--- src/rtl/skeleton_ram_driver.sv ---
// On-device initiator for the RAM test skeleton: header check, pattern write,
// read-back compare, and pass/fail reporting with error count and first failing address.
module skeleton_ram_driver #(
    parameter int BITWIDTH_IN  = 12,
    parameter int BITWIDTH_SYS = 16,
    parameter int BITWIDTH_ADR = 6,
    parameter int READ_LAT     = 1
) (
    input  logic                    CLK_SYS,
    input  logic                    RSTN,
    input  logic                    START,
    input  logic [1:0]              MODE,
    input  logic [BITWIDTH_IN-1:0]  SEED,
    output logic                    RAM_EN,
    output logic                    RAM_RnW,
    output logic [BITWIDTH_ADR-1:0] RAM_ADR,
    output logic [BITWIDTH_SYS-1:0] RAM_DIN,
    input  logic [BITWIDTH_SYS-1:0] RAM_DOUT,
    input  logic                    RAM_RDY,
    input  logic [25:0]             RAM_HEAD,
    output logic                    BUSY,
    output logic                    DONE,
    output logic                    PASS,
    output logic                    HEAD_ERR,
    output logic [BITWIDTH_ADR:0]   ERR_CNT,
    output logic [BITWIDTH_ADR-1:0] FIRST_ERR_ADR
);

    // state      | meaning
    // S_IDLE     | waiting for START; result outputs hold
    // S_CHECK_HEAD | compare skeleton DATA_HEAD against this build's geometry
    // S_WRITE    | issue one pattern write per RDY-high cycle
    // S_READ     | issue one read per RDY-high cycle, push into compare pipe
    // S_DRAIN    | let in-flight reads reach the comparator
    // S_FINISH   | result valid for one cycle before returning to idle
    typedef enum logic [2:0] {
        S_IDLE, S_CHECK_HEAD, S_WRITE, S_READ, S_DRAIN, S_FINISH
    } state_t;

    localparam int PAD   = BITWIDTH_SYS - BITWIDTH_IN;
    localparam int EXT_W = (BITWIDTH_ADR < BITWIDTH_IN) ? BITWIDTH_ADR : BITWIDTH_IN;
    localparam logic [25:0] EXP_HEAD = {4'd4, 6'(BITWIDTH_ADR), 6'(BITWIDTH_ADR),
                                        5'(BITWIDTH_IN), 5'(BITWIDTH_IN)};

    function automatic logic [BITWIDTH_SYS-1:0] pattern_word(
        input logic [1:0]              mode,
        input logic [BITWIDTH_IN-1:0]  seed,
        input logic [BITWIDTH_ADR-1:0] adr
    );
        logic [BITWIDTH_IN-1:0] ext;
        logic [BITWIDTH_IN-1:0] pat;
        ext = '0;
        pat = '0;
        for (int i = 0; i < EXT_W; i++) ext[i] = adr[i];
        case (mode)
            2'd0: pat = ext;
            2'd1: pat = ~ext;
            2'd2: for (int i = 0; i < BITWIDTH_IN; i++) pat[i] = adr[0] ^ 1'(i % 2);
            default: pat = seed + ext;
        endcase
        return BITWIDTH_SYS'(pat) << PAD;
    endfunction

    state_t                  state_q;
    logic [BITWIDTH_ADR-1:0] addr_q;
    logic [BITWIDTH_ADR-1:0] adr_hold_q;
    logic [BITWIDTH_SYS-1:0] din_hold_q;
    logic [1:0]              mode_q;
    logic [BITWIDTH_IN-1:0]  seed_q;
    logic                    busy_q, done_q, pass_q, head_err_q;
    logic [BITWIDTH_ADR:0]   err_cnt_q, err_cnt_d;
    logic [BITWIDTH_ADR-1:0] first_err_q;
    logic [READ_LAT-1:0]     pipe_v_q;
    logic [BITWIDTH_ADR-1:0] pipe_a_q [READ_LAT];

    logic                    issue, is_write, cmp_v, mismatch, pipe_busy;
    logic [BITWIDTH_ADR-1:0] cmp_a;
    logic [BITWIDTH_SYS-1:0] cur_din;

    assign is_write  = (state_q == S_WRITE);
    assign issue     = ((state_q == S_WRITE) || (state_q == S_READ)) && RAM_RDY;
    assign cur_din   = pattern_word(mode_q, seed_q, addr_q);
    assign cmp_v     = pipe_v_q[READ_LAT-1];
    assign cmp_a     = pipe_a_q[READ_LAT-1];
    assign mismatch  = cmp_v && (RAM_DOUT != pattern_word(mode_q, seed_q, cmp_a));
    assign err_cnt_d = err_cnt_q + {{BITWIDTH_ADR{1'b0}}, mismatch};

    // Stages other than the comparator stage still holding data keep DRAIN waiting.
    always_comb begin
        pipe_busy = 1'b0;
        for (int i = 0; i < READ_LAT - 1; i++) pipe_busy = pipe_busy | pipe_v_q[i];
    end

    assign RAM_EN        = issue;
    assign RAM_RnW       = is_write;
    assign RAM_ADR       = issue ? addr_q : adr_hold_q;
    assign RAM_DIN       = (issue && is_write) ? cur_din : din_hold_q;
    assign BUSY          = busy_q;
    assign DONE          = done_q;
    assign PASS          = pass_q;
    assign HEAD_ERR      = head_err_q;
    assign ERR_CNT       = err_cnt_q;
    assign FIRST_ERR_ADR = first_err_q;

    always_ff @(posedge CLK_SYS or negedge RSTN) begin
        if (!RSTN) begin
            pipe_v_q <= '0;
            for (int i = 0; i < READ_LAT; i++) pipe_a_q[i] <= '0;
        end else begin
            pipe_v_q[0] <= issue && (state_q == S_READ);
            pipe_a_q[0] <= addr_q;
            for (int i = 1; i < READ_LAT; i++) begin
                pipe_v_q[i] <= pipe_v_q[i-1];
                pipe_a_q[i] <= pipe_a_q[i-1];
            end
        end
    end

    always_ff @(posedge CLK_SYS or negedge RSTN) begin
        if (!RSTN) begin
            state_q     <= S_IDLE;
            addr_q      <= '0;
            adr_hold_q  <= '0;
            din_hold_q  <= '0;
            mode_q      <= '0;
            seed_q      <= '0;
            busy_q      <= 1'b0;
            done_q      <= 1'b0;
            pass_q      <= 1'b0;
            head_err_q  <= 1'b0;
            err_cnt_q   <= '0;
            first_err_q <= '0;
        end else begin
            err_cnt_q <= err_cnt_d;
            if (mismatch && (err_cnt_q == '0)) first_err_q <= cmp_a;
            if (issue) begin
                adr_hold_q <= addr_q;
                addr_q     <= addr_q + BITWIDTH_ADR'(1);
            end
            if (issue && is_write) din_hold_q <= cur_din;

            case (state_q)
                S_IDLE: begin
                    if (START) begin
                        mode_q      <= MODE;
                        seed_q      <= SEED;
                        done_q      <= 1'b0;
                        pass_q      <= 1'b0;
                        head_err_q  <= 1'b0;
                        err_cnt_q   <= '0;
                        first_err_q <= '0;
                        busy_q      <= 1'b1;
                        state_q     <= S_CHECK_HEAD;
                    end
                end
                S_CHECK_HEAD: begin
                    addr_q <= '0;
                    if (RAM_HEAD != EXP_HEAD) begin
                        head_err_q <= 1'b1;
                        pass_q     <= 1'b0;
                        busy_q     <= 1'b0;
                        done_q     <= 1'b1;
                        state_q    <= S_FINISH;
                    end else begin
                        state_q <= S_WRITE;
                    end
                end
                S_WRITE: if (issue && (&addr_q)) state_q <= S_READ;
                S_READ:  if (issue && (&addr_q)) state_q <= S_DRAIN;
                S_DRAIN: begin
                    // Result registers are loaded on entry so FINISH already shows them.
                    if (!pipe_busy) begin
                        busy_q  <= 1'b0;
                        done_q  <= 1'b1;
                        pass_q  <= (err_cnt_d == '0) && !head_err_q;
                        state_q <= S_FINISH;
                    end
                end
                S_FINISH: state_q <= S_IDLE;
                default:  state_q <= S_IDLE;
            endcase
        end
    end

endmodule

--- config.mk ---
export PLATFORM = sky130hd
export DESIGN_NAME = skeleton_ram_driver
export DESIGN_NICKNAME = d
export VERILOG_FILES = /design/src/rtl/skeleton_ram_driver.sv
export SDC_FILE = /design/constraint.sdc
export NUM_CORES = 1
export LEC_CHECK = 0
export CORE_MARGIN = 10
export CORE_UTILIZATION = 42
export DETAILED_ROUTE_END_ITERATION = 10
export PLACE_DENSITY = 0.76
export SLEW_MARGIN = 10
export SYNTH_ARGS = -nofsm -noshare
export SYNTH_HDL_FRONTEND = slang
export SYNTH_SLANG_ARGS = --single-unit
--- constraint.sdc ---
create_clock -name CLK_SYS -period 8.23 [get_ports CLK_SYS]
set_clock_uncertainty 0.05 [all_clocks]
set_input_delay 2.469 -clock CLK_SYS [delete_from_list [all_inputs] [get_ports CLK_SYS]]
set_output_delay 2.469 -clock CLK_SYS [all_outputs]
set_load 0.05 [all_outputs]
==> results.sh <==
export IMPL_synth_seq_cells=69
export IMPL_slew_viol_final=0
export IMPL_post_cts_setup_buffers=0
export IMPL_synth_top_cell_by_area="dfrtp_1"
export IMPL_drc_errors=0
export IMPL_worstPathArrival_ns=4.73
export IMPL_via_per_inst=5.33
export IMPL_start_util_pct=43.7
export IMPL_cts_resized=0
export IMPL_sw_frac_of_total_pct=40.1
export IMPL_vdd_drop_max_uv=139
export IMPL_status="complete, no violations"
export IMPL_clk_pin_slew_ns=0.07
export IMPL_max_slew_margin_rel_pct=38.2
export IMPL_row_count=36
export IMPL_grt_max_degree=70
export IMPL_cts_sinks=69
export IMPL_clockRootBuffer="clkbuf_8"
export IMPL_drtAntennaViolNets=0
export IMPL_hold_viol=0
export IMPL_coreArea_um2=9860
export IMPL_yosys_cell_types_count=67
export IMPL_placed_cell_area_um2=5370
export IMPL_die_w_um=121
export IMPL_fin_nets=631
export IMPL_fin_crit_sh_pct=88.0
export IMPL_pre_cts_ws_ns=0.982
export IMPL_synthesis_nets=542
export IMPL_path_class="in2out"
export IMPL_clk_path_buf_depth=2
export IMPL_rsz0062_at_grt="no"
export IMPL_synthFlopType="dfrtp_1"
export IMPL_grt_overflow=0
export IMPL_critPathMaxStageDelay_ns=0.81
export IMPL_cp_data_required_time_ns=5.71
export IMPL_fmax_mhz=138
export IMPL_fin_hold_ws_ns=0.423
export IMPL_design_area_um2=5570
export IMPL_drt_iter0_drc=272
export IMPL_multi_input_area_um2=2410
export IMPL_path_cells="clkdlybuf4s50_1 > nand3b_1 > buf_4 > clkinv_1 > nand2_1 > buf_4 > and2_1 > clkdlybuf4s50_1"
export IMPL_layout_drive_gt1_share_pct=10.6
export IMPL_synth_most_common_cell="dfrtp_1"
export IMPL_crit_path_max_fanout=25
export IMPL_critPathSlowestCell="clkdlybuf4s50_1"
export IMPL_drt_total_wl_um=11600
export IMPL_p_int_uw=789
export IMPL_grt_usage_pct=15.7
export IMPL_netlist_area_um2=4310
export IMPL_cap_viol_max_count=0
export IMPL_tightest_slew_ns=0.927
export IMPL_fin_crit_ns=7.25
export IMPL_async_flop_share_pct=100
export IMPL_layout_setup_ws_ns=0.984
export IMPL_num_vias=3685
export IMPL_antenna_found_initial=0
export IMPL_tns_ns=0
export IMPL_yosysWarnings=0
export IMPL_final_seq_area_um2=1730
export IMPL_yosys_area_top_type_share_pct=40.1
export IMPL_clk_latency_ns=0.34
export IMPL_combPwrFrac_pct=42.0
export IMPL_endpoint_kind="output port"
export IMPL_finalSetupViolations=0
export IMPL_ios=101
export IMPL_hp_class="reg2reg"
export IMPL_ys_top_cells_by_count="dfrtp_1 (69), nand2_1 (46), nor2_1 (39)"
export IMPL_synth_area_leaders="dfrtp_1 (40%), xnor2_1 (4.7%), ha_1 (4.4%)"
export IMPL_synth_seq_area_share_pct=40.1
export IMPL_power_per_cell_area_nw_per_um2=236
export IMPL_die_y_um=121
export IMPL_numPortBuffers=100
export IMPL_cts_hold_buf=0
export IMPL_dr_pass1_iters=4
export IMPL_p_clk_share_pct=21.4
export IMPL_avgSynthCellArea_um2=9.27
export IMPL_total_power_mw=1.32
export IMPL_p_leak_nw=2.42
export IMPL_syn2layout_area_growth_pct=29.3
export IMPL_grt_pass1_vias=3799
export IMPL_netlist_instances=465
export IMPL_synth_edff_count=0
export IMPL_cts_buffers_inserted=9
export IMPL_switchingPower_uw=529
export IMPL_cts_max_level=3
export IMPL_gp_congestion=0.847
export IMPL_dieArea_um2=14700
export IMPL_fill_cells=848
export IMPL_post_drt_wl_per_cell_um=16.7
export IMPL_grt_pass1_wl_um=19100
export IMPL_pwr_share_seq_pct=36.6
export IMPL_start_kind="primary input"
export IMPL_antenna_cells=0
export IMPL_dp_hpwl_um=8890
export IMPL_cts_tree="built"
cells in the final DEF, fill, tap and decap left out, types with 4 or more instances in the layout:
cell	netlist	final
nand4_1	6	6
nor2b_1	4	4
nor3_1	8	8
o21ai_1	7	7
ha_1	15	15
clkbuf_8	0	11
buf_4	2	17
o31ai_1	7	7
a21o_1	6	6
nand2b_1	6	6
mux2_2	13	13
nand3_1	14	14
clkdlybuf4s50_1	0	87
o21a_1	5	5
and3_1	5	5
inv_1	15	15
nand3b_1	5	5
dfrtp_1	69	69
xor2_1	19	19
nor4b_1	6	5
xnor2_1	23	23
nand2_1	46	46
and2_1	9	9
o21ai_0	17	17
nor2_1	39	39
a21oi_1	33	33
mux2i_1	4	4
stage by stage:
step                instances  utilization, %
detailed placement        676            54.5
finish                    692            56.5
global route              692            56.5
global placement          676            54.5
CTS                       692            56.5
floorplan                 465               -
logic make-up (layout without fill, tap and decap cells):
group,Yosys count,after routing,synth area share (%)
simple gates,169,169,20.5
mux,17,17,4.33
compound gates,107,107,17.1
fa+ha+maj,17,17,5.28
buf+inv,44,138,4.15
xor+xnor,42,42,8.53
flops,69,69,40.1
worst paths after layout:
| check | start | to | slack, ns | cells past startpoint |
|---|---|---|---|---|
| worst min-delay path | adr_hold_q[3]$_DFF_PN0_ | adr_hold_q[3]$_DFF_PN0_ | 0.42 | 2 |
| worst max-delay path | RAM_RDY | RAM_DIN[0] | 0.98 | 8 |
| worst max register to register | cmp_a[0]$_DFF_PN0_ | PASS$_DFFE_PN0P_ | 3.37 | 18 |
| worst min register to register | adr_hold_q[3]$_DFF_PN0_ | adr_hold_q[3]$_DFF_PN0_ | 0.42 | 2 |
| max in group asynchronous | RSTN | seed_q[7]$_DFFE_PN0P_ | 5.26 | 2 |
| min in group asynchronous | RSTN | ERR_CNT[3]$_DFF_PN0_ | 2.27 | 2 |
worst max-delay path, delay by kind of cell:
family	cells	cell delay [ns]
buf+inv	5	1.85
simple gates	3	0.39
power by group through the flow:
stage | Combinational, mW | Sequential (mW) | Clock [mW]
6_report | 0.553 | 0.483 | 0.282
5_1_grt | 0.614 | 0.492 | 0.305
4_1_cts | 0.556 | 0.481 | 0.289
3_5_place_dp | 0.552 | 0.487 | 0
3_3_place_gp | 0.535 | 0.483 | 0
2_1_floorplan | 0.442 | 0.449 | 0
flip-flops by register name (all words and copies together) (netlist names), 2 cells and up:
signal,count
din_hold_q,16
seed_q,12
ERR_CNT,7
FIRST_ERR_ADR,6
addr_q,6
adr_hold_q,6
cmp_a,6
state_q,3
mode_q,2
layer usage:
metal / wire (um) / global-route usage, % / up-vias / share of wire [%]
met5: 0 / 0 / - / 0
met2: 5810 / 25.8 / 75 / 50
li1: - / - / 1830 / -
met3: 427 / 3.16 / 15 / 3.7
met1: 5130 / 20.2 / 1765 / 44
met4: 194 / 5.22 / 0 / 1.7
cell type report:
cell class | count | area share, %
multi-input combinational | 352 | 43.3
clock buffer | 13 | 2.85
timing repair buffer | 105 | 18.0
inverter | 17 | 1.14
sequential | 69 | 31.0
clock inverter | 3 | 0.786
tap | 133 | 2.99
Note: power is estimated with default switching activity, not from simulation.
